<file path="config.mk">
export PLATFORM = sky130hd
export DESIGN_NAME = lb_arbiter
export DESIGN_NICKNAME = d
export VERILOG_FILES = /design/src/rtl/lb_arbiter.sv
export SDC_FILE = /design/constraint.sdc
export NUM_CORES = 1
export LEC_CHECK = 0
export CELL_PAD_IN_SITES_DETAIL_PLACEMENT = 0
export CELL_PAD_IN_SITES_GLOBAL_PLACEMENT = 1
export CORE_MARGIN = 2
export CORE_UTILIZATION = 11
export DETAILED_ROUTE_END_ITERATION = 8
export PLACE_DENSITY = 0.77
export SLEW_MARGIN = 20
export SYNTH_ARGS = -nofsm -noshare
export SYNTH_HDL_FRONTEND = slang
export SYNTH_SLANG_ARGS = --single-unit
</file>
<file path="constraint.sdc">
create_clock -name clk -period 1.5 [get_ports clk]
set_input_delay 0.45 -clock clk [delete_from_list [all_inputs] [get_ports clk]]
set_output_delay 0.45 -clock clk [all_outputs]
set_load 0.005 [all_outputs]
</file>
<file path="src/rtl/lb_arbiter.sv">
// ---------------------------------------------------------------------------
// lb_arbiter
// Two-requester local-bus arbiter. Requester 0 and requester 1 each present
// independent write and read request channels. A single transaction at a time
// is forwarded to the shared bus. When both requesters ask at the same moment,
// the one that was not served last gets the bus.
//
// Optional feature macro: LB_ARB_TIMEOUT_EN
//   defined   : an access left unanswered for TIMEOUT_CYCLES cycles is aborted.
//               The requester receives a completion (read data 0), and
//               timeout_err pulses for one cycle.
//   undefined : accesses wait indefinitely, and timeout_err is tied low.
//
// Ports
//   clk                      rising-edge clock
//   rst                      synchronous, active-low reset
//   mN_waddr/wdata/wstrb     requester N write address, data, byte strobes
//   mN_wen / mN_wready       requester N write request / completion
//   mN_raddr / mN_ren        requester N read address / request
//   mN_rdata / mN_rvalid     requester N read data / completion
//   s_waddr/wdata/wstrb      shared-bus write fields (0 unless writing)
//   s_raddr                  shared-bus read address (0 unless reading)
//   s_wen / s_ren            shared-bus write / read request
//   s_wready / s_rvalid      shared-bus write completion / read data valid
//   s_rdata                  shared-bus read data
//   timeout_err              one-cycle pulse when an access is aborted
// ---------------------------------------------------------------------------
module lb_arbiter #(
    parameter int ADDR_W         = 16,
    parameter int DATA_W         = 32,
    parameter int TIMEOUT_CYCLES = 64
) (
    input  logic                  clk,
    input  logic                  rst,
    input  logic [ADDR_W-1:0]     m0_waddr,
    input  logic [DATA_W-1:0]     m0_wdata,
    input  logic [DATA_W/8-1:0]   m0_wstrb,
    input  logic                  m0_wen,
    output logic                  m0_wready,
    input  logic [ADDR_W-1:0]     m0_raddr,
    input  logic                  m0_ren,
    output logic [DATA_W-1:0]     m0_rdata,
    output logic                  m0_rvalid,
    input  logic [ADDR_W-1:0]     m1_waddr,
    input  logic [DATA_W-1:0]     m1_wdata,
    input  logic [DATA_W/8-1:0]   m1_wstrb,
    input  logic                  m1_wen,
    output logic                  m1_wready,
    input  logic [ADDR_W-1:0]     m1_raddr,
    input  logic                  m1_ren,
    output logic [DATA_W-1:0]     m1_rdata,
    output logic                  m1_rvalid,
    output logic [ADDR_W-1:0]     s_waddr,
    output logic [DATA_W-1:0]     s_wdata,
    output logic [DATA_W/8-1:0]   s_wstrb,
    output logic [ADDR_W-1:0]     s_raddr,
    output logic                  s_wen,
    output logic                  s_ren,
    input  logic                  s_wready,
    input  logic                  s_rvalid,
    input  logic [DATA_W-1:0]     s_rdata,
    output logic                  timeout_err
);

    typedef enum logic [1:0] {
        ST_IDLE = 2'd0,
        ST_WR   = 2'd1,
        ST_RD   = 2'd2
    } state_t;

    state_t state_r;
    state_t state_nxt_s;
    logic   gnt_r;          // requester owning the current transaction
    logic   gnt_nxt_s;
    logic   last_r;         // requester served most recently
    logic   last_nxt_s;
    logic   req0_s;
    logic   req1_s;
    logic   sel_s;
    logic   to_hit_s;       // access has run out of time this cycle

`ifdef LB_ARB_TIMEOUT_EN
    localparam int CNT_W = $clog2(TIMEOUT_CYCLES + 1);
    logic [CNT_W-1:0] to_cnt_r;

    // Access-age counter: held at zero in IDLE, so it restarts on every entry
    // to WR/RD and counts the cycles spent waiting there.
    always_ff @(posedge clk) begin
        if (!rst) begin
            to_cnt_r <= {CNT_W{1'b0}};
        end else if (state_r == ST_IDLE) begin
            to_cnt_r <= {CNT_W{1'b0}};
        end else begin
            to_cnt_r <= to_cnt_r + CNT_W'(1);
        end
    end

    assign to_hit_s = (to_cnt_r == CNT_W'(TIMEOUT_CYCLES));
`else
    assign to_hit_s = 1'b0;
`endif

    assign req0_s = m0_wen | m0_ren;
    assign req1_s = m1_wen | m1_ren;

    // Round-robin choice: a tie goes to the requester not served last.
    always_comb begin
        sel_s = 1'b0;
        if (req0_s && req1_s) begin
            sel_s = ~last_r;
        end else if (req1_s) begin
            sel_s = 1'b1;
        end else begin
            sel_s = 1'b0;
        end
    end

    // State, grant and round-robin history registers.
    always_ff @(posedge clk) begin
        if (!rst) begin
            state_r <= ST_IDLE;
            gnt_r   <= 1'b0;
            last_r  <= 1'b1;
        end else begin
            state_r <= state_nxt_s;
            gnt_r   <= gnt_nxt_s;
            last_r  <= last_nxt_s;
        end
    end

    // Next state plus all bus/requester outputs. The outputs follow the state
    // directly: after a reset the FSM is IDLE, so every output is 0.
    always_comb begin
        state_nxt_s = state_r;
        gnt_nxt_s   = gnt_r;
        last_nxt_s  = last_r;
        s_waddr     = {ADDR_W{1'b0}};
        s_wdata     = {DATA_W{1'b0}};
        s_wstrb     = {(DATA_W/8){1'b0}};
        s_raddr     = {ADDR_W{1'b0}};
        s_wen       = 1'b0;
        s_ren       = 1'b0;
        m0_wready   = 1'b0;
        m1_wready   = 1'b0;
        m0_rvalid   = 1'b0;
        m1_rvalid   = 1'b0;
        m0_rdata    = {DATA_W{1'b0}};
        m1_rdata    = {DATA_W{1'b0}};
        timeout_err = 1'b0;

        case (state_r)
            ST_IDLE: begin
                if (req0_s || req1_s) begin
                    gnt_nxt_s = sel_s;
                    // A requester asking for both is given its write first.
                    if (sel_s ? m1_wen : m0_wen) begin
                        state_nxt_s = ST_WR;
                    end else begin
                        state_nxt_s = ST_RD;
                    end
                end else begin
                    state_nxt_s = ST_IDLE;
                end
            end

            ST_WR: begin
                if (to_hit_s) begin
                    // Abort: bus request already dropped, complete locally.
                    timeout_err = 1'b1;
                    if (gnt_r) begin
                        m1_wready = 1'b1;
                    end else begin
                        m0_wready = 1'b1;
                    end
                    last_nxt_s  = gnt_r;
                    state_nxt_s = ST_IDLE;
                end else begin
                    s_wen   = 1'b1;
                    s_waddr = gnt_r ? m1_waddr : m0_waddr;
                    s_wdata = gnt_r ? m1_wdata : m0_wdata;
                    s_wstrb = gnt_r ? m1_wstrb : m0_wstrb;
                    if (gnt_r) begin
                        m1_wready = s_wready;
                    end else begin
                        m0_wready = s_wready;
                    end
                    if (s_wready) begin
                        last_nxt_s  = gnt_r;
                        state_nxt_s = ST_IDLE;
                    end else begin
                        state_nxt_s = ST_WR;
                    end
                end
            end

            ST_RD: begin
                if (to_hit_s) begin
                    // Abort: completion carries zero data.
                    timeout_err = 1'b1;
                    if (gnt_r) begin
                        m1_rvalid = 1'b1;
                    end else begin
                        m0_rvalid = 1'b1;
                    end
                    last_nxt_s  = gnt_r;
                    state_nxt_s = ST_IDLE;
                end else begin
                    s_ren   = 1'b1;
                    s_raddr = gnt_r ? m1_raddr : m0_raddr;
                    if (gnt_r) begin
                        m1_rvalid = s_rvalid;
                        m1_rdata  = s_rdata;
                    end else begin
                        m0_rvalid = s_rvalid;
                        m0_rdata  = s_rdata;
                    end
                    if (s_rvalid) begin
                        last_nxt_s  = gnt_r;
                        state_nxt_s = ST_IDLE;
                    end else begin
                        state_nxt_s = ST_RD;
                    end
                end
            end

            default: begin
                state_nxt_s = ST_IDLE;
            end
        endcase
    end

endmodule

</file>
==> impl_results.rst, run 1 <==
.. list-table::
   :header-rows: 1

   * - Metric
     - Value
   * - Run status
     - finished with violations
   * - Violations in the final reports
     - setup timing
   * - Capture point of the worst reg-to-reg path
     - last_r
   * - Post-route clock period utilization
     - 125%
   * - Row Count
     - 46
   * - Total clock sinks
     - 4
   * - Crit path depth
     - 7
   * - Number of nets in the final layout
     - 810
   * - Core utilization of the finished layout
     - 40.6%
   * - Unrepaired setup endpoints after global routing
     - true
   * - Number of distinct library cells after synthesis
     - 29
   * - Die Width
     - 132 um
   * - Max-Cap Viols
     - 0
   * - CTS max path bufs
     - 2
   * - Peak supply drop
     - 0.299 mV
   * - Average vias per placed instance
     - 4.17
   * - Number of iterations in the first detailed-routing pass
     - 4
   * - Final period demand of the worst path
     - 1.87 ns
   * - Routability Congestion
     - 0.846
   * - Global routing usage summed across all routing layers
     - 15.4%
   * - Class of the most critical hold timing path
     - reg2reg
   * - Mapped Cells
     - 267
   * - Post-synth EDFFs
     - 0
   * - Total setup violations reported at the end of the flow
     - 136
   * - Predominant post-synthesis flop cell
     - dfxtp_1
   * - Leakage component of the power
     - 2.83 nW
   * - Largest fanout on the critical path
     - 4
   * - Internal power component
     - 0.00205 W
   * - Reg2Reg Setup Slack
     - 0.10 ns
   * - Clock transition at path regs
     - 0.03 ns
   * - Vertical die dimension
     - 132 um
   * - Total detailed-routing wirelength
     - 14,700 um
   * - Share of power burned in the clock network
     - 14.3%
   * - Net switching power
     - 0.00101 W
   * - Clock tree from TritonCTS
     - yes
   * - Seq cells post-synth
     - 4
   * - Start-to-end type of the worst setup path
     - reg2out
   * - Ys async rst share
     - 0%
   * - First-pass GRT wire length
     - 21,200 um
   * - Final non-filler cell total
     - 849
   * - Sequential cell area fraction in the yosys report
     - 4.42%
   * - Buffer and inverter count on the worst path
     - 5
   * - Clock Skews
     - 0.00505 ns
   * - Netlist Area Pre-Place
     - 1810 um^2
   * - Combinational group share of total power
     - 81.1%
   * - Worst slack, placed
     - -0.631 ns
   * - Post-detailed-route DRC marker count
     - 0
   * - Cell Chain, Critical Path
     - buf_12 -> buf_8 -> buf_16 -> buf_6 -> mux2i_1 -> nor2_1 -> buf_2
   * - Data arrival time of the worst path
     - 1.42 ns
   * - Most common library cell in the layout ignoring fill and taps
     - clkdlybuf4s50_1
   * - Filler cells
     - 1,541
   * - Placed Instances
     - 788
   * - First DRT Iteration DRCs
     - 73
   * - Register share of total power
     - 4.6%
   * - Beginning of the worst hold path
     - state_r[1]
   * - Antenna violations before repair
     - 0
   * - Largest net degree at the start of global routing
     - 19
   * - Worst r2r src
     - state_r[1]
   * - Net count after synthesis
     - 443
   * - Global Route met3 Usage
     - 4.00%
   * - Highest-count cells in the layout ignoring fill and taps
     - clkdlybuf4s50_1 (169), buf_6 (89), nor2_1 (71), buf_2 (71), and3_4 (65)
   * - Grt met1 use
     - 13.9%
   * - GR Overflow Total
     - 0
   * - Max H-tree Level
     - 1
   * - Highest clock rate
     - 0.534 GHz
   * - Cell family with the largest share of critical-path delay
     - buffers and inverters
   * - Port Buffers
     - 313
   * - Routed wirelength normalized by instance count
     - 17.3 um
   * - Gr busiest metal
     - met2
   * - Data required time of the critical path
     - 1.05 ns
   * - Count of yosys warnings during synthesis
     - 0
   * - Hold buffers post-CTS
     - 0
   * - Clock insertion delay at the later pin of the skew report
     - 0.23 ns
   * - Detailed placement HPWL
     - 9250 um
   * - Via count of the first global-routing pass
     - 3,845
   * - Die Footprint
     - 17,500 um^2
   * - Net switching share of the total power
     - 33.0%
   * - Effective utilization at floorplan
     - 11.3%
   * - Detailed-route via count
     - 3,544
   * - Avg Synthesized Cell Area
     - 6.79 um^2
   * - Share of post-route cells with drive strength above 1
     - 47.4%
   * - Cell Pwr Density
     - 471 nW/um^2
   * - Type of element launching the critical path
     - register
   * - Final setup TNS
     - -37.58 ns
   * - Clock Root Buffer
     - clkbuf_16
   * - Layout-stage area growth over the synthesis result
     - 259%
   * - CP Capture Type
     - output pin
   * - Met2 usage
     - 31.5%
   * - Placeable core region
     - 16,000 um^2
   * - Hold Path End
     - state_r[1]
   * - Cell count of the worst hold path
     - 3
   * - Worst stage delay on the critical path
     - 0.36 ns
   * - Worst reg2reg path depth
     - 7
   * - Final-report hold violation count
     - 0
   * - Number of antenna repair diodes
     - 0
   * - Slowest stage cell, crit path
     - dfxtp_4
   * - Count of pins over their slew limit
     - 0
   * - TritonCTS buffer count
     - 3
   * - Count of antenna-violating nets left after detailed routing
     - 0
   * - IO Count
     - 315
   * - PnR worst setup slack
     - -0.374 ns
-- cells in the mapped netlist, drive strengths merged (2+ instances only) --
library cell | instances | share of area (%)
and3 | 66 | 23
buf | 23 | 9.1
clkbuf | 8 | 1.8
dfxtp | 4 | 4.4
inv | 5 | 1.2
mux2i | 68 | 38
nand2b | 2 | 1.1
nand3b | 2 | 0.83
nor2 | 73 | 15
o21ai | 3 | 0.83
-- power groups by stage --
stage               Clock, W  Sequential (W)  Combinational, W
floorplan                  0        0.000131          0.000661
global placement           0        0.000148           0.00175
detailed placement         0        0.000148           0.00177
CTS                 0.000444        0.000139           0.00242
global route        0.000452        0.000144           0.00263
finish              0.000437        0.000142           0.00248
-- routing by layer --
| layer | part of all wire (%) | wire length (um) | vias to the layer above |
|---|---|---|---|
| met5 | 0 | 0 | - |
| met4 | 3.2 | 471 | 0 |
| met3 | 7.3 | 1070 | 28 |
| met2 | 58 | 8450 | 208 |
| met1 | 32 | 4700 | 1634 |
| li1 | - | - | 1674 |
-- cell families (layout without fill, tap and decap cells) --
| group | count (synthesis) | count (layout) | synth area share (%) |
|---|---|---|---|
| AND/OR/NAND/NOR | 147 | 147 | 41.4 |
| multiplexers | 68 | 68 | 37.6 |
| buffers and inverters | 36 | 402 | 12.1 |
| AO/OA/AOI/OAI | 11 | 11 | 4.35 |
| flip-flops | 4 | 4 | 4.42 |
| other | 1 | 1 | 0.207 |
-- metrics by stage --
stage                     power (W)  instance area, um^2  hold slack [ns]
after floorplan            0.000792                 1810            0.526
after global placement      0.00190                 5280            0.648
after detailed placement    0.00192                 5280            0.666
after CTS                   0.00300                 6170            0.648
after global routing        0.00323                 6500            0.690
final                       0.00306                 6500            0.669
-- tightest hold or removal path: stages, from the launching register on --
cell	delay, ns
dfxtp_4	0.36
inv_4	0.08
buf_4	0.11
o32ai_1	0.07
-- cell type report --
type	instances	area [um^2]	share of cell area (%)
clock buffers	4	78.8	1.21
inverters	5	41.3	0.635
multi-input cells	227	1900	29.2
flip-flops and latches	4	88.8	1.37
well taps	216	270	4.16
repair buffers	393	4130	63.5
-- repair_timing --
action                                 CTS  global route
endpoints found under the hold margin    0             0
setup buffers                           49             5
pin swaps                               49            34
setup endpoints to repair              138           139
cloned                                  19             0
gates resized for setup                679           102
-- worst max path at each step --
stage	startpoint	to	slack [ns]
6_report	gnt_r	s_wstrb[1]	-0.37
5_1_grt	gnt_r	s_wdata[27]	-0.42
4_1_cts	state_r[0]	m1_rdata[4]	-0.38
3_5_place_dp	s_rvalid	m1_rvalid	-0.63
3_3_place_gp	s_wready	m1_wready	-0.62
2_1_floorplan	state_r[0]	m0_rdata[23]	-0.04
-- sequential cells by signal, summed over array words and instances (netlist names) --
name	count
last_r	1
state_r	2
gnt_r	1
No activity file was read; power rests on OpenSTA's default activity.
==> run 2, diff against run 1 <==
--- a/config.mk
+++ b/config.mk
@@ -11,6 +11,7 @@
 export CORE_UTILIZATION = 11
 export DETAILED_ROUTE_END_ITERATION = 8
 export PLACE_DENSITY = 0.77
+export RECOVER_POWER = 50
 export SLEW_MARGIN = 20
 export SYNTH_ARGS = -nofsm -noshare
 export SYNTH_HDL_FRONTEND = slang
==> run 2 against run 1 <==
Net effect: the flow still finishes with violations (setup timing); critical path type unchanged; largest power group unchanged; power is essentially flat; sequential power is essentially flat; first-iteration DRC count grew 2.7%; die area is the same; cell count is the same; clock-buffer cell count is the same; flip-flop and latch count is the same; utilization is the same; fmax is the same.
==> impl_results.rst, run 2 (same netlist as run 1, synthesis figures left out) <==
.. list-table::
   :header-rows: 1

   * - Metric
     - Value
   * - Run status
     - finished with violations
   * - Violations in the final reports
     - setup timing
   * - Count of antenna-violating nets left after detailed routing
     - 0 (unchanged)
   * - Number of nets in the final layout
     - 810 (unchanged)
   * - Gr busiest metal
     - met2
   * - PnR worst setup slack
     - -0.374 ns (unchanged)
   * - Effective utilization at floorplan
     - 11.3% (unchanged)
   * - Highest clock rate
     - 0.534 GHz (unchanged)
   * - Clock tree from TritonCTS
     - yes
   * - Met2 usage
     - 31.5% (unchanged)
   * - Global routing usage summed across all routing layers
     - 15.4% (unchanged)
   * - Final-report hold violation count
     - 0 (unchanged)
   * - Type of element launching the critical path
     - register
   * - Largest net degree at the start of global routing
     - 19 (unchanged)
   * - Slowest stage cell, crit path
     - dfxtp_4
   * - Placeable core region
     - 16,000 um^2 (unchanged)
   * - Design area
     - 6500 um^2 (unchanged)
   * - First DRT Iteration DRCs
     - 75 (+2.7%)
   * - Buffer and inverter count on the worst path
     - 5 (unchanged)
   * - Combinational group share of total power
     - 81.1% (about the same)
   * - Port Buffers
     - 313 (unchanged)
   * - Clock Root Buffer
     - clkbuf_16
   * - Max-Cap Viols
     - 0 (unchanged)
   * - Die Width
     - 132 um (unchanged)
   * - Total clock sinks
     - 4 (unchanged)
   * - Data required time of the critical path
     - 1.05 ns (about the same)
   * - Final setup TNS
     - -37.58 ns (+0.00210 ns)
   * - Number of flip-flops in the largest register
     - 2 (unchanged)
   * - Final non-filler cell total
     - 849 (unchanged)
   * - Data arrival time of the worst path
     - 1.42 ns (about the same)
   * - Cell Pwr Density
     - 471 nW/um^2 (about the same)
   * - Detailed-route via count
     - 3,543 (-0.028%)
   * - Leakage component of the power
     - 2.83 nW (about the same)
   * - Start-to-end type of the worst setup path
     - reg2out
   * - Unrepaired setup endpoints after global routing
     - true
   * - Cell family with the largest share of critical-path delay
     - buffers and inverters
   * - Global Route met3 Usage
     - 4.00% (unchanged)
   * - Clock insertion delay at the later pin of the skew report
     - 0.23 ns (about the same)
   * - Antenna violations before repair
     - 0 (unchanged)
   * - Net switching share of the total power
     - 33.0% (about the same)
   * - Combined area of the multi-input logic cells
     - 1900 um^2 (unchanged)
   * - Hold buffers post-CTS
     - 0 (unchanged)
   * - Most common library cell in the layout ignoring fill and taps
     - clkdlybuf4s50_1
   * - Register Area
     - 88.8 um^2 (unchanged)
   * - Average vias per placed instance
     - 4.17 (about the same)
   * - Cell Chain, Critical Path
     - buf_12 -> buf_8 -> buf_16 -> buf_6 -> mux2i_1 -> nor2_1 -> buf_2
   * - Peak supply drop
     - 0.299 mV (about the same)
   * - Largest fanout on the critical path
     - 4 (unchanged)
   * - Total detailed-routing wirelength
     - 14,700 um (about the same)
   * - Total Power
     - 0.00306 W (about the same)
   * - Register share of total power
     - 4.6% (about the same)
   * - Via count of the first global-routing pass
     - 3,845 (unchanged)
   * - Share of power burned in the clock network
     - 14.3% (about the same)
   * - Final period demand of the worst path
     - 1.87 ns (unchanged)
   * - CP Capture Type
     - output pin
   * - Instance area at placement
     - 5280 um^2 (unchanged)
   * - Largest Register
     - state_r
   * - Highest-count cells in the layout ignoring fill and taps
     - clkdlybuf4s50_1 (169), buf_6 (89), nor2_1 (71), buf_2 (71), and3_4 (65)
   * - Final hold slack
     - 0.670 ns (+0.000189 ns)
   * - Worst stage delay on the critical path
     - 0.36 ns (about the same)
   * - Top flop regs
     - state_r: 2 flops, gnt_r: 1 flops, last_r: 1 flops
   * - Number of antenna repair diodes
     - 0 (unchanged)
   * - Grt met1 use
     - 13.9% (unchanged)
   * - Max H-tree Level
     - 1 (unchanged)
   * - First-pass GRT wire length
     - 21,200 um (unchanged)
   * - Post-detailed-route DRC marker count
     - 0 (unchanged)
   * - GR Overflow Total
     - 0 (unchanged)
   * - Count of pins over their slew limit
     - 0 (unchanged)
   * - Number of iterations in the first detailed-routing pass
     - 4 (unchanged)
   * - Placed Instances
     - 788 (unchanged)
   * - Clock transition at path regs
     - 0.03 ns (about the same)
   * - TritonCTS buffer count
     - 3 (unchanged)
   * - Class of the most critical hold timing path
     - reg2reg
   * - Share of post-route cells with drive strength above 1
     - 47.4% (unchanged)
   * - Row Count
     - 46 (unchanged)
   * - IO Count
     - 315 (unchanged)
   * - Routability Congestion
     - 0.846 (unchanged)
   * - Clock Skews
     - 0.00505 ns (+0.00000475 ns)
   * - CTS max path bufs
     - 2 (unchanged)
   * - Net switching power
     - 0.00101 W (about the same)
   * - Internal power component
     - 0.00205 W (about the same)
   * - Routed wirelength normalized by instance count
     - 17.3 um (about the same)
   * - Total setup violations reported at the end of the flow
     - 136 (unchanged)
   * - Vertical die dimension
     - 132 um (unchanged)
   * - Post-route clock period utilization
     - 125% (unchanged)
   * - Detailed placement HPWL
     - 9250 um (unchanged)
   * - Die Footprint
     - 17,500 um^2 (unchanged)
   * - Filler cells
     - 1,541 (unchanged)
   * - Layout-stage area growth over the synthesis result
     - 259% (unchanged)
-- run 2: cell counts in the layout (fill, tap and decap cells not counted) --
Identical to the previous run, type by type.
-- run 2: routing by layer --
layer	wire length [um]	share of wire, %
met5	0	0
met3	1070	7.3
met2	8450	57
met1	4700	32
met4	471	3.2
-- run 2: path summary, 6_finish.rpt --
check | slack (ns) | cells past startpoint | end | from
max reg2reg | 0.10 | 7 | last_r | state_r[1]
min reg2reg | 0.67 | 3 | state_r[1] | state_r[1]
max | -0.37 | 7 | s_wstrb[1] | gnt_r
min | 0.67 | 3 | state_r[1] | state_r[1]
-- run 2: timing repair --
action,in CTS,in global routing
gates cloned,19,0
hold endpoints to repair,0,0
resized for setup,679,102
setup buffers,49,5
endpoints found under the setup margin,138,139
pin swaps,49,34
-- run 2: cell type report --
class | count | area share (%)
Timing Repair Buffer | 393 | 63.5
Multi-Input combinational cell | 227 | 29.2
Tap cell | 216 | 4.16
Sequential cell | 4 | 1.37
Clock buffer | 4 | 1.21
Inverter | 5 | 0.635
-- run 2: power by group through the flow --
stage,registers [W],logic (W),clock network [W]
6_report,0.000142,0.00248,0.000437
5_1_grt,0.000144,0.00263,0.000452
4_1_cts,0.000139,0.00242,0.000444
3_5_place_dp,0.000148,0.00177,0
3_3_place_gp,0.000148,0.00175,0
2_1_floorplan,0.000131,0.000661,0
-- run 2: through the flow --
stage / util (%) / setup WS [ns]
detailed placement: 33.0 / -0.631
finish: 40.6 / -0.374
floorplan: - / -0.0387
global placement: 33.0 / -0.621
global route: 40.6 / -0.425
CTS: 38.5 / -0.384
-- run 2: worst register-to-register path: stages, from the launching register on --
cell      delay [ns]
dfxtp_4         0.36
buf_6           0.12
nand3b_1        0.18
buf_4           0.16
buf_4           0.12
buf_4           0.13
and3b_1         0.16
o21ai_1         0.13
==> run 3, diff against run 2 <==
==> config.mk (replaced) <==
export PLATFORM = sky130hd
export DESIGN_NAME = lb_arbiter
export DESIGN_NICKNAME = d
export VERILOG_FILES = /design/src/rtl/lb_arbiter.sv
export SDC_FILE = /design/constraint.sdc
export NUM_CORES = 1
export LEC_CHECK = 0
export ABC_CLOCK_PERIOD_IN_PS = 1500
export CORE_AREA = 2 2 124 126
export DETAILED_ROUTE_END_ITERATION = 8
export DIE_AREA = 0 0 126 128
export PLACE_DENSITY = 0.51
export RECOVER_POWER = 50
export SLEW_MARGIN = 20
export SYNTH_ARGS = -nofsm -noshare
export SYNTH_HDL_FRONTEND = slang
export SYNTH_SLANG_ARGS = --single-unit
==> run 3 against run 2 <==
Net effect: the run still ends with setup timing left; wire length fell by 9.5%; critical path type unchanged; sequential share of layout area rose by 0.060 points; final area fell by 1.5%.
==> impl_results.rst, run 3 (same netlist as run 1, synthesis figures left out) <==
.. list-table::
   :header-rows: 1

   * - Metric
     - Value
   * - Run status
     - finished with violations
   * - Violations in the final reports
     - setup timing
   * - Largest fanout on the critical path
     - 8 (+4)
   * - Max H-tree Level
     - 1 (unchanged)
   * - Instance area at placement
     - 5240 um^2 (-0.81%)
   * - Met2 usage
     - 30.6% (-0.87 points)
   * - Port Buffers
     - 313 (unchanged)
   * - Filler cells
     - 1,479 (-4.0%)
   * - Placeable core region
     - 14,900 um^2 (-7.1%)
   * - Grt met1 use
     - 15.5% (+1.6 points)
   * - Die Width
     - 126 um (-4.8%)
   * - Type of element launching the critical path
     - register
   * - Global Route met3 Usage
     - 3.05% (-0.95 points)
   * - Number of iterations in the first detailed-routing pass
     - 4 (unchanged)
   * - First-pass GRT wire length
     - 19,600 um (-7.5%)
   * - Clock tree from TritonCTS
     - yes
   * - Total Power
     - 0.00302 W (-1.5%)
   * - CP Capture Type
     - output pin
   * - Leakage component of the power
     - 2.94 nW (+4.0%)
   * - Hold buffers post-CTS
     - 0 (unchanged)
   * - Routability Congestion
     - 0.802 (-5.1%)
   * - Final-report hold violation count
     - 0 (unchanged)
   * - First DRT Iteration DRCs
     - 66 (-12%)
   * - Most common library cell in the layout ignoring fill and taps
     - clkdlybuf4s50_1
   * - Post-detailed-route DRC marker count
     - 0 (unchanged)
   * - Detailed-route via count
     - 3,490 (-1.5%)
   * - Effective utilization at floorplan
     - 12.2% (+0.87 points)
   * - Count of antenna-violating nets left after detailed routing
     - 0 (unchanged)
   * - Data arrival time of the worst path
     - 1.44 ns (+0.02 ns)
   * - Layout-stage area growth over the synthesis result
     - 253%
   * - Start-to-end type of the worst setup path
     - reg2out
   * - Cell Pwr Density
     - 471 nW/um^2 (about the same)
   * - Highest clock rate
     - 0.528 GHz (-1.0%)
   * - Routed wirelength normalized by instance count
     - 15.8 um (-8.6%)
   * - Largest net degree at the start of global routing
     - 27 (+8)
   * - Design area
     - 6400 um^2 (-1.5%)
   * - Class of the most critical hold timing path
     - reg2reg
   * - Die Footprint
     - 16,100 um^2 (-7.9%)
   * - Largest Register
     - state_r
   * - Average vias per placed instance
     - 4.15 (-0.56%)
   * - Final hold slack
     - 0.637 ns (-0.0323 ns)
   * - Post-route clock period utilization
     - 126% (+1.3 points)
   * - Detailed placement HPWL
     - 8820 um (-4.6%)
   * - Global routing usage summed across all routing layers
     - 15.1% (-0.29 points)
   * - Number of nets in the final layout
     - 830 (+2.5%)
   * - Share of post-route cells with drive strength above 1
     - 45.0% (-2.4 points)
   * - TritonCTS buffer count
     - 3 (unchanged)
   * - GR Overflow Total
     - 0 (unchanged)
   * - PnR worst setup slack
     - -0.393 ns (-0.0196 ns)
   * - Total detailed-routing wirelength
     - 13,300 um (-9.5%)
   * - Number of flip-flops in the largest register
     - 2 (unchanged)
   * - Total setup violations reported at the end of the flow
     - 138 (+1.5%)
   * - Row Count
     - 45 (-2.2%)
   * - Data required time of the critical path
     - 1.05 ns (about the same)
   * - Peak supply drop
     - 0.265 mV (-11%)
   * - Unrepaired setup endpoints after global routing
     - true
   * - Clock Root Buffer
     - clkbuf_16
   * - Number of antenna repair diodes
     - 0 (unchanged)
   * - Top flop regs
     - state_r: 2 flops, gnt_r: 1 flops, last_r: 1 flops
   * - Count of pins over their slew limit
     - 0 (unchanged)
   * - IO Count
     - 315 (unchanged)
   * - Clock transition at path regs
     - 0.03 ns (about the same)
   * - Worst slack, placed
     - -0.620 ns (+0.0112 ns)
   * - Highest-count cells in the layout ignoring fill and taps
     - clkdlybuf4s50_1 (171), buf_6 (92), buf_2 (70)
   * - Total clock sinks
     - 4 (unchanged)
   * - Final period demand of the worst path
     - 1.89 ns (+0.0196 ns)
   * - Clock Skews
     - 0.00178 ns (-0.00328 ns)
   * - Vertical die dimension
     - 128 um (-3.3%)
   * - CTS max path bufs
     - 2 (unchanged)
   * - Gr busiest metal
     - met2
   * - Antenna violations before repair
     - 0 (unchanged)
   * - Clock insertion delay at the later pin of the skew report
     - 0.23 ns (about the same)
   * - Max-Cap Viols
     - 0 (unchanged)
   * - Via count of the first global-routing pass
     - 3,622 (-5.8%)
run 3: path summary, 6_finish.rpt:
| path | cells after the start | to | slack, ns | startpoint |
|---|---|---|---|---|
| hold reg to reg | 2 | last_r | 0.64 | last_r |
| setup reg to reg | 7 | last_r | 0.13 | state_r[0] |
| hold / removal | 2 | last_r | 0.64 | last_r |
| setup / recovery | 7 | m0_rdata[26] | -0.39 | state_r[0] |
run 3: cell type report:
cell class / count / area (um^2) / share of cell area (%)
inverter: 5 / 36.3 / 0.567
sequential: 4 / 91.3 / 1.43
multi-input combinational: 227 / 1830 / 28.5
tap: 188 / 235 / 3.67
clock buffer: 4 / 78.8 / 1.23
timing repair buffer: 413 / 4130 / 64.6
run 3: per-stage QoR:
| stage | TNS [ns] | util (%) | instances |
|---|---|---|---|
| 5_1_grt | -46.81 | 43.1 | 841 |
| 3_5_place_dp | -72.69 | 35.3 | 761 |
| 2_1_floorplan | -1.16 | - | 267 |
| 3_3_place_gp | -72.06 | 35.3 | 761 |
| 4_1_cts | -42.84 | 43.1 | 843 |
| 6_report | -39.17 | 43.1 | 841 |
run 3: worst max-delay path, cell delays in order, from the launching register on:
cell,delay [ns]
dfxtp_4,0.35
nand2b_4,0.15
inv_8,0.06
buf_8,0.12
buf_12,0.11
buf_6,0.10
and3_1,0.17
buf_2,0.13
run 3: where the power goes:
group	internal [W]	switching (W)
Combinational	0.00157	0.000863
Sequential	0.000123	0.0000233
Clock	0.000352	0.0000834
run 3: repair_timing:
| item | in CTS | in global routing |
|---|---|---|
| gates cloned | 17 | 0 |
| pin swaps | 43 | 17 |
| endpoints found under the setup margin | 138 | 140 |
| endpoints found under the hold margin | 0 | 0 |
| setup buffers | 64 | 8 |
| gates resized for setup | 645 | 63 |
run 3: routing by layer:
metal / vias up / part of all wire (%)
met2: 178 / 56
met3: 21 / 6.5
met1: 1581 / 35
met5: - / 0
met4: 0 / 2.1
li1: 1710 / -
